File: src/rtl/chip8_pkg.sv
// Shared definitions for the CHIP-8 execute stage: opcode nibbles, ALU sub-ops,
// trap codes and the execute FSM state encoding.
package chip8_pkg;

  localparam logic [11:0] PC_RESET_DEF = 12'h200;

  localparam logic [3:0] OP_SYS    = 4'h0;
  localparam logic [3:0] OP_JP     = 4'h1;
  localparam logic [3:0] OP_CALL   = 4'h2;
  localparam logic [3:0] OP_SE_I   = 4'h3;
  localparam logic [3:0] OP_SNE_I  = 4'h4;
  localparam logic [3:0] OP_SE_R   = 4'h5;
  localparam logic [3:0] OP_LD_I   = 4'h6;
  localparam logic [3:0] OP_ADD_I  = 4'h7;
  localparam logic [3:0] OP_ALU    = 4'h8;
  localparam logic [3:0] OP_SNE_R  = 4'h9;
  localparam logic [3:0] OP_LD_IDX = 4'hA;
  localparam logic [3:0] OP_JP_V0  = 4'hB;
  localparam logic [3:0] OP_RND    = 4'hC;
  localparam logic [3:0] OP_MISC   = 4'hF;

  localparam logic [7:0] FX_GET_DT = 8'h07;
  localparam logic [7:0] FX_SET_DT = 8'h15;
  localparam logic [7:0] FX_SET_ST = 8'h18;
  localparam logic [7:0] FX_ADD_I  = 8'h1E;

  // 8XYN sub-ops keep their N encoding; 7XNN borrows an unused code
  typedef enum logic [3:0] {
    ALU_MOV  = 4'h0,
    ALU_OR   = 4'h1,
    ALU_AND  = 4'h2,
    ALU_XOR  = 4'h3,
    ALU_ADD  = 4'h4,
    ALU_SUB  = 4'h5,
    ALU_SHR  = 4'h6,
    ALU_SUBN = 4'h7,
    ALU_ADDI = 4'h8,
    ALU_SHL  = 4'hE
  } alu_op_e;

  typedef enum logic [1:0] {
    TRAP_NONE      = 2'b00,
    TRAP_UNSUP     = 2'b01,
    TRAP_OVERFLOW  = 2'b10,
    TRAP_UNDERFLOW = 2'b11
  } trap_code_e;

  typedef enum logic [1:0] {
    ST_IDLE,
    ST_EXEC,
    ST_DONE,
    ST_HALT
  } state_e;

  function automatic logic is_alu_subop(input logic [3:0] n);
    return (n <= 4'h7) || (n == 4'hE);
  endfunction

endpackage

File: src/rtl/chip8_alu.sv
// Combinational datapath for 8XYN and 7XNN: result for VX plus optional VF flag.
module chip8_alu
  import chip8_pkg::*;
(
  input  logic [7:0] vx,
  input  logic [7:0] vy,
  input  logic [7:0] nn,
  input  alu_op_e    op,
  output logic [7:0] result,
  output logic       flag,
  output logic       flag_we
);

  logic [8:0] sum;
  assign sum = {1'b0, vx} + {1'b0, vy};

  always_comb begin
    result  = vx;
    flag    = 1'b0;
    flag_we = 1'b0;
    case (op)
      ALU_MOV:  result = vy;
      ALU_OR:   result = vx | vy;
      ALU_AND:  result = vx & vy;
      ALU_XOR:  result = vx ^ vy;
      ALU_ADD: begin
        result  = sum[7:0];
        flag    = sum[8];
        flag_we = 1'b1;
      end
      ALU_SUB: begin
        result  = vx - vy;
        flag    = (vx >= vy);
        flag_we = 1'b1;
      end
      ALU_SHR: begin
        result  = {1'b0, vx[7:1]};
        flag    = vx[0];
        flag_we = 1'b1;
      end
      ALU_SUBN: begin
        result  = vy - vx;
        flag    = (vy >= vx);
        flag_we = 1'b1;
      end
      ALU_SHL: begin
        result  = {vx[6:0], 1'b0};
        flag    = vx[7];
        flag_we = 1'b1;
      end
      ALU_ADDI: result = vx + nn;
      default:  result = vx;
    endcase
  end

endmodule

File: src/rtl/chip8_exec.sv
// CHIP-8 execute stage: owns V0-VF, I, PC, call stack, timers and LFSR; commits one
// decoded instruction per IDLE->EXEC->DONE pass and halts on unsupported/stack traps.
module chip8_exec
  import chip8_pkg::*;
#(
  parameter logic [11:0] PC_RESET    = PC_RESET_DEF,
  parameter int          STACK_DEPTH = 16,
  parameter logic [15:0] LFSR_SEED   = 16'hACE1
) (
  input  logic        clk,
  input  logic        reset,
  input  logic        dec_valid,
  output logic        dec_ready,
  input  logic [3:0]  instr,
  input  logic [3:0]  x,
  input  logic [3:0]  y,
  input  logic [3:0]  n,
  input  logic [7:0]  nn,
  input  logic [11:0] nnn,
  input  logic        tick_60hz,
  output logic        done,
  output logic [11:0] pc,
  output logic [11:0] i_reg,
  input  logic [3:0]  rd_addr,
  output logic [7:0]  rd_data,
  output logic        sound_on,
  output logic        trap,
  output logic [1:0]  trap_code
);

  localparam int SP_W = $clog2(STACK_DEPTH) + 1;
  localparam int AW   = SP_W - 1;

  state_e      state_reg;
  logic        dec_ready_reg, done_reg, trap_reg;
  trap_code_e  trap_code_reg;
  logic [3:0]  instr_reg, x_reg, y_reg, n_reg;
  logic [7:0]  nn_reg;
  logic [11:0] nnn_reg;
  logic [11:0] pc_reg, idx_reg;
  logic [SP_W-1:0] sp_reg;
  logic [11:0] stack_mem [STACK_DEPTH];
  logic [7:0]  v_reg [16];
  logic [7:0]  delay_reg, sound_reg;
  logic [15:0] lfsr_reg;

  logic [7:0]  vx, vy;
  logic [11:0] pc_plus2, pc_plus4, stack_top;
  logic [AW-1:0] pop_idx;
  alu_op_e     alu_op;
  logic [7:0]  alu_result;
  logic        alu_flag, alu_flag_we;

  logic [11:0] pc_next, i_next;
  logic [7:0]  v_wdata, vf_data;
  logic        v_we, vf_we, i_we, push, pop, dt_we, st_we, trap_hit;
  trap_code_e  trap_kind;
  logic        commit;

  assign vx        = v_reg[x_reg];
  assign vy        = v_reg[y_reg];
  assign pc_plus2  = pc_reg + 12'd2;
  assign pc_plus4  = pc_reg + 12'd4;
  assign pop_idx   = sp_reg[AW-1:0] - AW'(1);
  assign stack_top = stack_mem[pop_idx];
  assign alu_op    = (instr_reg == OP_ADD_I) ? ALU_ADDI : alu_op_e'(n_reg);

  chip8_alu u_alu (
    .vx      (vx),
    .vy      (vy),
    .nn      (nn_reg),
    .op      (alu_op),
    .result  (alu_result),
    .flag    (alu_flag),
    .flag_we (alu_flag_we)
  );

  always_comb begin
    pc_next   = pc_plus2;
    i_next    = idx_reg;
    v_wdata   = nn_reg;
    vf_data   = 8'h00;
    v_we      = 1'b0;
    vf_we     = 1'b0;
    i_we      = 1'b0;
    push      = 1'b0;
    pop       = 1'b0;
    dt_we     = 1'b0;
    st_we     = 1'b0;
    trap_hit  = 1'b0;
    trap_kind = TRAP_UNSUP;
    case (instr_reg)
      OP_SYS: begin
        if (nnn_reg != 12'h0EE) begin
          trap_hit = 1'b1;
        end else if (sp_reg == '0) begin
          trap_hit  = 1'b1;
          trap_kind = TRAP_UNDERFLOW;
        end else begin
          pop     = 1'b1;
          pc_next = stack_top;
        end
      end
      OP_JP: pc_next = nnn_reg;
      OP_CALL: begin
        if (sp_reg == SP_W'(STACK_DEPTH)) begin
          trap_hit  = 1'b1;
          trap_kind = TRAP_OVERFLOW;
        end else begin
          push    = 1'b1;
          pc_next = nnn_reg;
        end
      end
      OP_SE_I:  if (vx == nn_reg) pc_next = pc_plus4;
      OP_SNE_I: if (vx != nn_reg) pc_next = pc_plus4;
      OP_SE_R: begin
        if (n_reg != 4'h0) trap_hit = 1'b1;
        else if (vx == vy) pc_next = pc_plus4;
      end
      OP_LD_I: v_we = 1'b1;
      OP_ADD_I: begin
        v_we    = 1'b1;
        v_wdata = alu_result;
      end
      OP_ALU: begin
        if (is_alu_subop(n_reg)) begin
          v_we    = 1'b1;
          v_wdata = alu_result;
          vf_we   = alu_flag_we;
          vf_data = {7'd0, alu_flag};
        end else begin
          trap_hit = 1'b1;
        end
      end
      OP_SNE_R: begin
        if (n_reg != 4'h0) trap_hit = 1'b1;
        else if (vx != vy) pc_next = pc_plus4;
      end
      OP_LD_IDX: begin
        i_we   = 1'b1;
        i_next = nnn_reg;
      end
      OP_JP_V0: pc_next = nnn_reg + {4'd0, v_reg[0]};
      OP_RND: begin
        v_we    = 1'b1;
        v_wdata = lfsr_reg[7:0] & nn_reg;
      end
      OP_MISC: begin
        case (nn_reg)
          FX_GET_DT: begin
            v_we    = 1'b1;
            v_wdata = delay_reg;
          end
          FX_SET_DT: dt_we = 1'b1;
          FX_SET_ST: st_we = 1'b1;
          FX_ADD_I: begin
            i_we   = 1'b1;
            i_next = idx_reg + {4'd0, vx};
          end
          default: trap_hit = 1'b1;
        endcase
      end
      default: trap_hit = 1'b1;
    endcase
  end

  assign commit = (state_reg == ST_EXEC) && !trap_hit;

  always_ff @(posedge clk) begin
    if (reset) begin
      state_reg     <= ST_IDLE;
      dec_ready_reg <= 1'b1;
      done_reg      <= 1'b0;
      trap_reg      <= 1'b0;
      trap_code_reg <= TRAP_NONE;
      pc_reg        <= PC_RESET;
      idx_reg       <= 12'd0;
      sp_reg        <= '0;
    end else begin
      case (state_reg)
        ST_IDLE: begin
          if (dec_valid) begin
            state_reg     <= ST_EXEC;
            dec_ready_reg <= 1'b0;
          end
        end
        ST_EXEC: begin
          if (trap_hit) begin
            state_reg     <= ST_HALT;
            trap_reg      <= 1'b1;
            trap_code_reg <= trap_kind;
          end else begin
            state_reg <= ST_DONE;
            done_reg  <= 1'b1;
            pc_reg    <= pc_next;
            if (i_we) idx_reg <= i_next;
            if (push) sp_reg <= sp_reg + SP_W'(1);
            else if (pop) sp_reg <= sp_reg - SP_W'(1);
          end
        end
        ST_DONE: begin
          state_reg     <= ST_IDLE;
          done_reg      <= 1'b0;
          dec_ready_reg <= 1'b1;
        end
        default: state_reg <= ST_HALT;
      endcase
    end
  end

  // Fields are only captured on an actual handshake in IDLE
  always_ff @(posedge clk) begin
    if (state_reg == ST_IDLE && dec_valid) begin
      instr_reg <= instr;
      x_reg     <= x;
      y_reg     <= y;
      n_reg     <= n;
      nn_reg    <= nn;
      nnn_reg   <= nnn;
    end
  end

  always_ff @(posedge clk) begin
    if (!reset && commit && push) stack_mem[sp_reg[AW-1:0]] <= pc_plus2;
  end

  // VF write is checked first so a flag always overrides a result aimed at VF
  for (genvar gi = 0; gi < 16; gi++) begin : g_vreg
    always_ff @(posedge clk) begin
      if (reset) begin
        v_reg[gi] <= 8'h00;
      end else if (commit) begin
        if (vf_we && gi == 15) v_reg[gi] <= vf_data;
        else if (v_we && x_reg == 4'(gi)) v_reg[gi] <= v_wdata;
      end
    end
  end

  always_ff @(posedge clk) begin
    if (reset) begin
      delay_reg <= 8'h00;
      sound_reg <= 8'h00;
      lfsr_reg  <= LFSR_SEED;
    end else begin
      if (commit && dt_we) delay_reg <= vx;
      else if (tick_60hz && delay_reg != 8'h00) delay_reg <= delay_reg - 8'd1;
      if (commit && st_we) sound_reg <= vx;
      else if (tick_60hz && sound_reg != 8'h00) sound_reg <= sound_reg - 8'd1;
      lfsr_reg <= {lfsr_reg[14:0], lfsr_reg[15] ^ lfsr_reg[13] ^ lfsr_reg[12] ^ lfsr_reg[10]};
    end
  end

  assign dec_ready = dec_ready_reg;
  assign done      = done_reg;
  assign pc        = pc_reg;
  assign i_reg     = idx_reg;
  assign rd_data   = v_reg[rd_addr];
  assign sound_on  = (sound_reg != 8'h00);
  assign trap      = trap_reg;
  assign trap_code = trap_code_reg;

endmodule

File: config.mk
export PLATFORM = sky130hd
export DESIGN_NAME = chip8_exec
export DESIGN_NICKNAME = d
export VERILOG_FILES = /design/src/rtl/chip8_pkg.sv /design/src/rtl/chip8_alu.sv /design/src/rtl/chip8_exec.sv
export SDC_FILE = /design/constraint.sdc
export NUM_CORES = 1
export LEC_CHECK = 0
export ABC_CLOCK_PERIOD_IN_PS = 7100
export BUFFER_PORTS_ARGS = -buffer_cell sky130_fd_sc_hd__buf_2
export CAP_MARGIN = 30
export CORE_UTILIZATION = 55
export CTS_CLUSTER_DIAMETER = 40
export CTS_CLUSTER_SIZE = 28
export DETAILED_ROUTE_END_ITERATION = 6
export PLACE_DENSITY_LB_ADDON = 0.08
export SYNTH_ARGS = -nofsm -noshare
export SYNTH_HDL_FRONTEND = slang
export SYNTH_SLANG_ARGS = --single-unit
File: constraint.sdc
create_clock -name clk -period 7.1 [get_ports clk]
set_clock_uncertainty 0.2 [all_clocks]
set_input_delay 0.71 -clock clk [delete_from_list [all_inputs] [get_ports clk]]
set_output_delay 0.71 -clock clk [all_outputs]
set_load 0.02 [all_outputs]
==> run_results.csv, run 1 <==
group,metric,value,unit
status,status,"completed",
clock_tree,cts_resized,0,
route,drt-initial-drc-count,2423,
timing,layout_min_cycle_time,5774,ps
placed_design,dp.cells,2442,
setup_path,startpoint_type,"flop",
timing,max_freq,173.2,MHz
pwr,p_leak,9.659,nW
floorplanning,die_h,210.0,um
clock_tree,worstSkewPairLatency,640,ps
yosys,synth_area,23800,um^2
layout,layout_commonest_cell,"edfxtp_1",
floorplanning,core_area,42320,um^2
setup_path,path_cells,"buf_4 -> mux4_2 -> mux4_2 -> ha_1 -> fa_1 -> a21o_1 -> a211oi_1 -> a2111oi_0 -> o21ai_0 -> nand2_1 -> o41a_1 -> a211oi_2 -> nor3_1",
global_routing,grt_pass1_wl,106800,um
setup_path,worstSetupPathType,"reg2reg",
layout,final-instance-count-excl-fill,2554,
clock_tree,cts_tree,"yes",
setup_path,cp-end-kind,"flop",
route,drc_errors,0,
timing,fin_crit_sh,81.33,%
placed_design,placed_area,24870,um^2
floorplanning,die_x,210.0,um
setup_path,critPathMostFrequentCell,"mux4_2",
placed_design,dp.final_hpwl,50310,um
floorplanning,ioPinCount,82,
yosys,seq_area_frac_synth,51.32,%
setup_path,path_buf_inv,1,
route,dr.pass1.iters,6,
layout,fin_area,27000,um^2
timing,slew_headroom,26.91,%
clock_tree,path_clk_slew,70,ps
setup_path,cpLargestDelayFamily,"compound AO/OA/AOI/OAI gates",
clock_tree,cts-root-buf,"clkbuf_16",
layout,fin_nets,2047,
setup_path,crit_required,7240,ps
placed_design,pre_cts_ws,1348,ps
timing,worst_slew_pin_slew,1096,ps
setup_path,cpPeakStageDelay,810,ps
pwr,p_total,0.007717,W
route,vias,17212,
global_routing,globalRoute.totalOverflow,0,
route,ant_nets,0,
yosys,synthArstFlopShare,0,%
floorplanning,start_util,56.23,%
layout,syn2layout_area_growth,13.45,%
timing,slew_violations,0,
route,wirelength,72140,um
global_routing,track_usage,33.20,%
yosys,syn-instance-count,1842,
layout,final_layout_size_suffix_gt1_share,23.94,%
floorplanning,die_area,44100,um^2
global_routing,grt_start_max_net_pins,58,
clock_tree,post_cts_buffers,0,
setup_path,worstPathMaxFanout,21,
yosys,ys_ff_latch,432,
clock_tree,holdBufCountCts,0,
route,avgRoutedWirePerCell,28.25,um
clock_tree,clockBufferDepth,3,
global_routing,grt_pass1_vias,16491,
placed_design,gp_congestion,0.9616,
pwr,ir_worst_vdd,0.2521,mV
timing,rsz0062_at_grt,"false",
timing,setup_slack,1326,ps
hold_path,hp-class,"in2reg",
setup_path,arrival,5920,ps
yosys,synth-edff-count,356,
yosys,synth_nets,1963,
yosys,syn_avg_cell_area,12.92,um^2
yosys,synthDistinctLibCells,97,
route,via_per_inst,6.739,
pwr,powerDensity,285.8,nW/um^2
clock_tree,htree_levels,2,
timing,setup_viol,0,
clock_tree,cts_num_sinks,432,
layout,final_cell_mix,"edfxtp_1 (356), nor2_1 (205), mux4_2 (161), nand2_1 (97), buf_2 (80)",
layout,largest_reg_flops,192,
clock_tree,cts_inserted_buffers,58,
yosys,yosysWarningCount,0,
run,maxCapViolations,0,
placed_design,port_buffers,81,
timing,fin_setup_tns,0,ps
timing,hold_viol,0,
yosys,synth_ff_type,"edfxtp_1",
global_routing,antenna_found_initial,0,
setup_path,slowest_stage,"a211oi_2",
floorplanning,rows,75,
## synth_stat cells (all sizes together), types with 5 or more instances
master	number	area (um^2)
mux2	17	191.4
o21bai	18	135.1
or3	7	43.79
a22oi	16	125.1
or4	5	37.54
xnor2	41	377.9
a221oi	14	146.4
a21oi	82	421.7
edfxtp	356	10690
o211ai	14	110.1
mux2i	31	310.3
o22ai	7	43.79
nand2b	20	125.1
o21a	5	38.79
nor4	9	62.56
o31ai	6	58.81
nor3	70	350.3
a32oi	5	43.79
nand4	8	50.05
a31oi	8	50.05
a31o	7	61.31
xor2	21	183.9
and2	7	43.79
a21o	26	195.2
nand2	98	370.4
inv	62	235.2
and3	7	43.79
a2111oi	6	52.55
nand3	24	120.1
nor2b	33	206.5
a311oi	8	70.07
ha	70	875.8
o221ai	6	58.80
buf	47	270.3
clkbuf	63	236.5
nor2	210	798.3
dfxtp	76	1521
a211oi	45	365.4
fa	7	140.1
a222oi	6	60.06
or2	9	56.30
mux4	161	3626
o21ai	47	246.5
## report_power, final
group	internal (W)	total [W]	switching (W)
Sequential	0.00286	0.00303	0.000167
Clock	0.00183	0.00309	0.00126
Combinational	0.000611	0.00160	0.000987
## cells by family after synthesis
kind of cell | count (synthesis) | share of synthesized area (%)
XOR/XNOR | 62 | 2.361
buffers and inverters | 172 | 3.118
AO/OA/AOI/OAI | 360 | 11.02
flip-flops | 432 | 51.32
AND/OR/NAND/NOR | 530 | 10.57
adder cells (fa/ha/maj) | 77 | 4.269
multiplexers | 209 | 17.35
## stage by stage
stage               util [%]  hold WS [ps]
floorplan                  -         189.5
global placement       58.67         194.0
detailed placement     58.76         193.6
CTS                    63.75         5.812
global route           63.79         28.63
finish                 63.79         39.40
## cell type report
class                           instances  area (um^2)
Sequential cell                       432        12220
Inverter                               62        235.2
Tap cell                              577        721.9
Antenna cell                            1        2.502
Clock inverter                         46        596.8
Multi-Input combinational cell       1238        10890
Clock buffer                           64         1515
Timing Repair Buffer                  134        820.8
Fill cell                            3200        15320
## routing by layer
metal  vias up  track usage, %  wire (um)
met3       198           6.824       7671
met4         0           10.32       2415
met2      1072           49.71      31820
li1       7373               -          -
met1      8569           49.03      30230
met5         -               0          0
## final timing paths
check / slack, ps / start / end / depth (start not counted)
worst min-delay path: 40 / nnn[2] / nnn_reg[2] / 1
worst min register to register: 210 / lfsr_reg[9] / lfsr_reg[10] / 1
worst max-delay path: 1330 / flop / v_reg[11][4] / 13
worst max register to register: 1330 / flop / v_reg[11][4] / 13
Power figures use the tool's default switching activity.
==> inputs of run 2 (changes only) <==
- ABC_CLOCK_PERIOD_IN_PS: 7100 -> 4900
- clock period: 7.1 -> 4.9 ns (I/O delays scaled with it)
==> run_results.csv, run 2 (synthesis results as in run 1) <==
group,metric,value,unit
placed_design,dp.cells,2488,
pwr,ir_worst_vdd,0.3549,mV
global_routing,antenna_found_initial,1,
clock_tree,cts_tree,"yes",
pwr,p_comb_share,21.4,%
layout,syn2layout_area_growth,18.00,%
setup_path,crit_end,"v_reg[9][6]",
floorplanning,ioPinCount,82,
layout,fin_area,28080,um^2
route,dr.pass1.iters,6,
timing,setup_viol,0,
setup_path,cp-end-kind,"flop",
setup_path,cpPeakStageDelay,560,ps
route,vias,17531,
setup_path,slowest_stage,"mux4_2",
setup_path,cp.depth,14,
route,via_per_inst,6.615,
setup_path,path_cells,"buf_12 -> mux4_2 -> mux4_2 -> ha_1 -> fa_2 -> o21bai_2 -> a21o_1 -> a21o_1 -> a21oi_1 -> a221o_1 -> a222oi_1 -> a31o_2 -> buf_12 -> nor2_1",
placed_design,port_buffers,81,
global_routing,grt_pass1_wl,109400,um
global_routing,globalRoute.totalOverflow,0,
placed_design,gp_congestion,0.9520,
global_routing,track_usage,33.91,%
layout,nFillCells,3144,
timing,fin_crit_sh,97.07,%
pwr,p_total,0.01169,W
layout,final_layout_size_suffix_gt1_share,25.95,%
setup_path,arrival,4880,ps
route,drt-initial-drc-count,2424,
pwr,intPower,0.008150,W
floorplanning,rows,75,
floorplanning,die_h,210.0,um
route,drc_errors,0,
layout,final_cell_mix,"edfxtp_1 (356), nor2_1 (205), mux4_2 (161), nand2_1 (97), buf_4 (91)",
layout,seq_area,12220,um^2
setup_path,rrSetupSlack,140,ps
clock_tree,htree_levels,3,
route,ant_nets,0,
layout,final-instance-count-excl-fill,2650,
route,wirelength,73140,um
pwr,clockPowerShare,41.2,%
timing,rsz0062_at_grt,"false",
clock_tree,cts_num_sinks,432,
timing,max_freq,210.2,MHz
pwr,p_leak,10.20,nW
clock_tree,clockBufferDepth,3,
layout,multi_input_area,10920,um^2
pwr,powerDensity,416.2,nW/um^2
floorplanning,start_util,56.23,%
route,avgRoutedWirePerCell,27.60,um
layout,fin_nets,2142,
layout,layout_commonest_cell,"edfxtp_1",
setup_path,cpLargestDelayFamily,"compound AO/OA/AOI/OAI gates",
clock_tree,worstSkewPairLatency,610,ps
global_routing,grt_start_max_net_pins,59,
setup_path,path_buf_inv,2,
layout,diodes,0,
status,status,"completed",
floorplanning,die_area,44100,um^2
pwr,seqPwrFrac,37.4,%
setup_path,worstPathMaxFanout,16,
global_routing,grt_pass1_vias,17199,
placed_design,placed_area,25340,um^2
clock_tree,path_clk_slew,60,ps
floorplanning,core_area,42320,um^2
timing,layout_min_cycle_time,4757,ps
timing,hold_viol,0,
setup_path,crit_required,5020,ps
setup_path,worstSetupPathType,"reg2reg",
clock_tree,cts-root-buf,"clkbuf_16",
clock_tree,cts_inserted_buffers,67,
timing,slew_violations,0,
placed_design,dp.final_hpwl,50300,um
floorplanning,die_x,210.0,um
setup_path,startpoint_type,"flop",
pwr,p_sw_share,30.25,%
timing,worst_slew_pin_slew,966.0,ps
layout,largest_reg_flops,192,
setup_path,timing.rr.end,"v_reg[9][6]",
layout,utilization,66.35,%
timing,slew_headroom,34.76,%
setup_path,r2r.worst_path.cells,14,
hold_path,hp-class,"in2reg",
pwr,p_switching,0.003535,W
run,maxCapViolations,0,
-- run 2: cell types whose count changed in the layout (fill, tap and decap cells not counted), moves of 3 or more --
cell           previous run  this run
bufinv_16                 6         3
clkinvlp_4                2         5
buf_4                    52        91
clkinv_8                  6         1
clkbuf_16                59        73
inv_8                     6        10
clkbuf_1                  3         7
dlygate4sd3_1             0        36
buf_12                    0        11
-- run 2: cell type report --
type                            instances  share of cell area, %
Clock buffer                           83                  6.706
Clock inverter                         38                  1.430
Sequential cell                       432                  43.52
Timing Repair Buffer                  220                  6.056
Inverter                               62                 0.8377
Tap cell                              577                  2.571
Multi-Input combinational cell       1238                  38.88
-- run 2: worst min-delay path by stage --
stage / start / slack (ps) / cells after the start / to
3_5_place_dp: lfsr_reg[14] / 200 / 1 / lfsr_reg[15]
6_report: dec_valid / 20 / 3 / state_reg[0]
3_3_place_gp: lfsr_reg[14] / 190 / 1 / lfsr_reg[15]
2_1_floorplan: lfsr_reg[9] / 190 / 1 / lfsr_reg[10]
5_1_grt: dec_valid / 30 / 3 / state_reg[0]
4_1_cts: dec_valid / 5 / 3 / state_reg[0]
-- run 2: power by group through the flow --
stage / Combinational (W) / Sequential [W] / Clock, W
floorplan: 0.00164 / 0.00434 / 0
global placement: 0.00238 / 0.00443 / 0
detailed placement: 0.00240 / 0.00443 / 0
CTS: 0.00245 / 0.00436 / 0.00485
global route: 0.00270 / 0.00439 / 0.00499
finish: 0.00250 / 0.00437 / 0.00481
-- run 2: layer usage --
metal | share of wire, % | global-route usage, % | vias up
met2 | 44 | 51.07 | 1030
met4 | 3.5 | 11.28 | 0
met3 | 11 | 7.822 | 175
met1 | 42 | 48.91 | 8756
met5 | 0 | 0 | -
li1 | - | - | 7570
-- run 2: tightest hold or removal path: cells and delay by family --
family | cells | cell delay, ps
compound gates | 1 | 60
buf+inv | 1 | 100
simple gates | 1 | 110
-- run 2: repair_timing --
item                                   4_1_cts  5_1_grt
setup endpoints to repair                   17       53
hold buffers                                36        0
pin swaps                                    0        1
cloned                                       0        1
setup buffers                                4        0
endpoints found under the hold margin       44        0
gates resized for setup                      0       10
-- run 2: stage by stage --
| stage | setup TNS, ps | setup WS (ps) | hold WS [ps] |
|---|---|---|---|
| global route | 0 | 15.72 | 25.91 |
| floorplan | 0 | 10.07 | 189.5 |
| global placement | -301.3 | -26.02 | 193.4 |
| detailed placement | -225.0 | -29.64 | 195.5 |
| finish | 0 | 143.4 | 20.17 |
| CTS | 0 | 6.885 | 5.009 |
==> inputs of run 3 (changes only) <==
- ABC_AREA: not set -> 1
==> run_results.csv, run 3 <==
group,metric,value,unit
setup_path,startpoint_type,"flop",
pwr,seqPwrFrac,35.8,%
clock_tree,cts_tree,"yes",
pwr,clockPowerShare,40.6,%
global_routing,grt_pass1_vias,22512,
clock_tree,path_clk_slew,60,ps
yosys,synth_area_leader_cell,"edfxtp_1",
yosys,synth_area,25510,um^2
yosys,synth_ff_type,"edfxtp_1",
yosys,synthTopCellsByArea,"edfxtp_1 (42%), nand2_1 (11%), nand3_1 (6.6%)",
route,drt-initial-drc-count,3649,
route,wirelength,88280,um
yosys,yosysWarningCount,0,
layout,final_cell_mix,"nand2_1 (740), edfxtp_1 (356), nand3_1 (336), inv_1 (312), a21oi_1 (310)",
timing,rsz0062_at_grt,"false",
floorplanning,core_area,45580,um^2
yosys,synthArstFlopShare,0,%
route,ant_nets,0,
route,avgRoutedWirePerCell,22.61,um
timing,fin_crit_sh,94.85,%
global_routing,globalRoute.totalOverflow,0,
pwr,p_switching,0.004095,W
route,via_per_inst,6.202,
timing,slew_headroom,30.12,%
timing,max_freq,215.2,MHz
global_routing,grt_start_max_net_pins,103,
route,vias,24217,
pwr,p_leak,12.54,nW
layout,syn2layout_area_growth,15.51,%
pwr,p_comb_share,23.5,%
clock_tree,clockBufferDepth,3,
timing,slew_violations,0,
timing,worst_slew_pin_slew,1048,ps
floorplanning,ioPinCount,82,
global_routing,grt_pass1_wl,132700,um
setup_path,crit_required,5070,ps
layout,diodes,0,
placed_design,gp_congestion,0.9872,
layout,utilization,64.64,%
clock_tree,worstSkewPairLatency,630,ps
global_routing,track_usage,37.13,%
pwr,powerDensity,409.1,nW/um^2
floorplanning,start_util,55.96,%
global_routing,antenna_found_initial,0,
yosys,ys_top_cells_by_count,"nand2_1 (740), edfxtp_1 (356), nand3_1 (337), inv_1 (314), a21oi_1 (310)",
clock_tree,htree_levels,3,
floorplanning,rows,78,
yosys,ys_ff_latch,432,
setup_path,cp-end-kind,"flop",
pwr,ir_worst_vdd,0.4073,mV
yosys,synthDistinctLibCells,56,
yosys,synth-edff-count,356,
timing,layout_min_cycle_time,4647,ps
placed_design,dp.final_hpwl,60810,um
setup_path,rrSetupSlack,250,ps
floorplanning,die_x,217.3,um
floorplanning,die_h,217.3,um
layout,final_layout_size_suffix_gt1_share,10.86,%
clock_tree,cts_num_sinks,432,
layout,fin_nets,3371,
setup_path,worstSetupPathType,"reg2reg",
yosys,synth_top_cell_area_share,41.91,%
run,maxCapViolations,0,
clock_tree,cts-root-buf,"clkbuf_16",
pwr,intPower,0.007956,W
layout,largest_reg_flops,192,
layout,layout_commonest_cell,"nand2_1",
route,dr.pass1.iters,6,
pwr,p_sw_share,33.98,%
yosys,syn-instance-count,3140,
placed_design,port_buffers,81,
yosys,synth_nets,3261,
setup_path,worstPathMaxFanout,49,
yosys,yosysMostFrequentCell,"nand2_1",
yosys,seq_area_frac_synth,47.88,%
clock_tree,cts_inserted_buffers,67,
route,drc_errors,0,
hold_path,hp-class,"reg2reg",
timing,hold_viol,0,
setup_path,arrival,4810,ps
floorplanning,die_area,47240,um^2
status,status,"completed",
yosys,syn_avg_cell_area,8.123,um^2
timing,setup_viol,0,
timing,fin_setup_tns,0,ps
-- run 3: cell count changes in the layout (fill, tap and decap cells not counted), moves of 27 or more --
cell / before / now
nand2_1: 97 / 740
nor3_1: 65 / 19
mux4_2: 161 / 0
nor2b_1: 33 / 0
o211ai_1: 13 / 88
a21oi_1: 78 / 310
mux2i_1: 31 / 0
xnor2_1: 38 / 11
buf_4: 91 / 61
o21ai_0: 42 / 214
inv_1: 61 / 312
nand3_1: 24 / 336
a211oi_1: 41 / 1
-- run 3: repair_timing --
action / CTS / global route
buffers inserted: 0 / 1
resized for setup: 0 / 2
hold buffers: 37 / 0
setup endpoints to repair: 0 / 32
endpoints found under the hold margin: 44 / 0
-- run 3: path summary, 6_finish.rpt --
kind | from | to | depth (start not counted)
max | flop | v_reg[1][5] | 20
min | lfsr_reg[8] | lfsr_reg[9] | 2
max reg2reg | flop | v_reg[1][5] | 20
min reg2reg | lfsr_reg[8] | lfsr_reg[9] | 2
-- run 3: final cells by class --
| type | count | area, um^2 |
|---|---|---|
| clock buffer | 71 | 1692 |
| clock inverter | 53 | 641.9 |
| fill | 3814 | 16120 |
| inverter | 338 | 1269 |
| multi-input combinational | 2221 | 11390 |
| sequential | 432 | 12230 |
| tap | 600 | 750.7 |
| timing repair buffer | 190 | 1494 |
-- run 3: cell families after synthesis --
kind of cell,Yosys count,synth area share [%]
adders and majority gates,77,3.983
and+or+nand+nor,1401,23.62
AOI/OAI and AO/OA,708,15.76
buffers and inverters,487,7.559
DFF,432,47.88
xor gates and xnor gates,35,1.202
-- run 3: critical path, cell delays in order, from the launching register on --
cell      delay [ps]
dfxtp_4          610
buf_12           280
o211ai_1         120
nand3_1          130
nand3_1          130
nand2_1          300
inv_1            110
ha_1             470
inv_1            150
nand2_1           80
nand3_1          190
a21oi_1          210
a21oi_1           80
o21ai_0          110
nand2_1          100
nor2_1           130
nand3b_1          80
nand2_1          140
nand3_2          420
nand2_1          230
inv_1             80
-- run 3: routing by layer --
metal,vias to the layer above,GRT usage [%],share of wire [%]
met5,-,0,0
met2,1504,57.14,45
li1,11010,-,-
met3,265,6.373,11
met4,0,13.50,3.8
met1,11438,52.62,41
-- run 3: power groups by stage --
stage | registers (W) | logic (W) | clock network [W]
floorplan | 0.00432 | 0.00184 | 0
finish | 0.00432 | 0.00284 | 0.00490
global placement | 0.00438 | 0.00267 | 0
global route | 0.00433 | 0.00308 | 0.00507
detailed placement | 0.00439 | 0.00270 | 0
CTS | 0.00432 | 0.00274 | 0.00492
-- run 3: through the flow --
| stage | hold WS (ps) | setup WS, ps | total power [W] | cell area, um^2 | std cells |
|---|---|---|---|---|---|
| 5_1_grt | 229.7 | 38.89 | 0.01248 | 29460 | 3905 |
| 4_1_cts | 192.3 | 293.7 | 0.01198 | 29390 | 3902 |
| 6_report | 209.2 | 252.5 | 0.01205 | 29460 | 3905 |
| 3_3_place_gp | 198.4 | 435.9 | 0.007051 | 26590 | 3737 |
| 2_1_floorplan | 188.3 | 1248 | 0.006162 | 25510 | 3140 |
| 3_5_place_dp | 201.2 | 342.5 | 0.007088 | 26680 | 3741 |
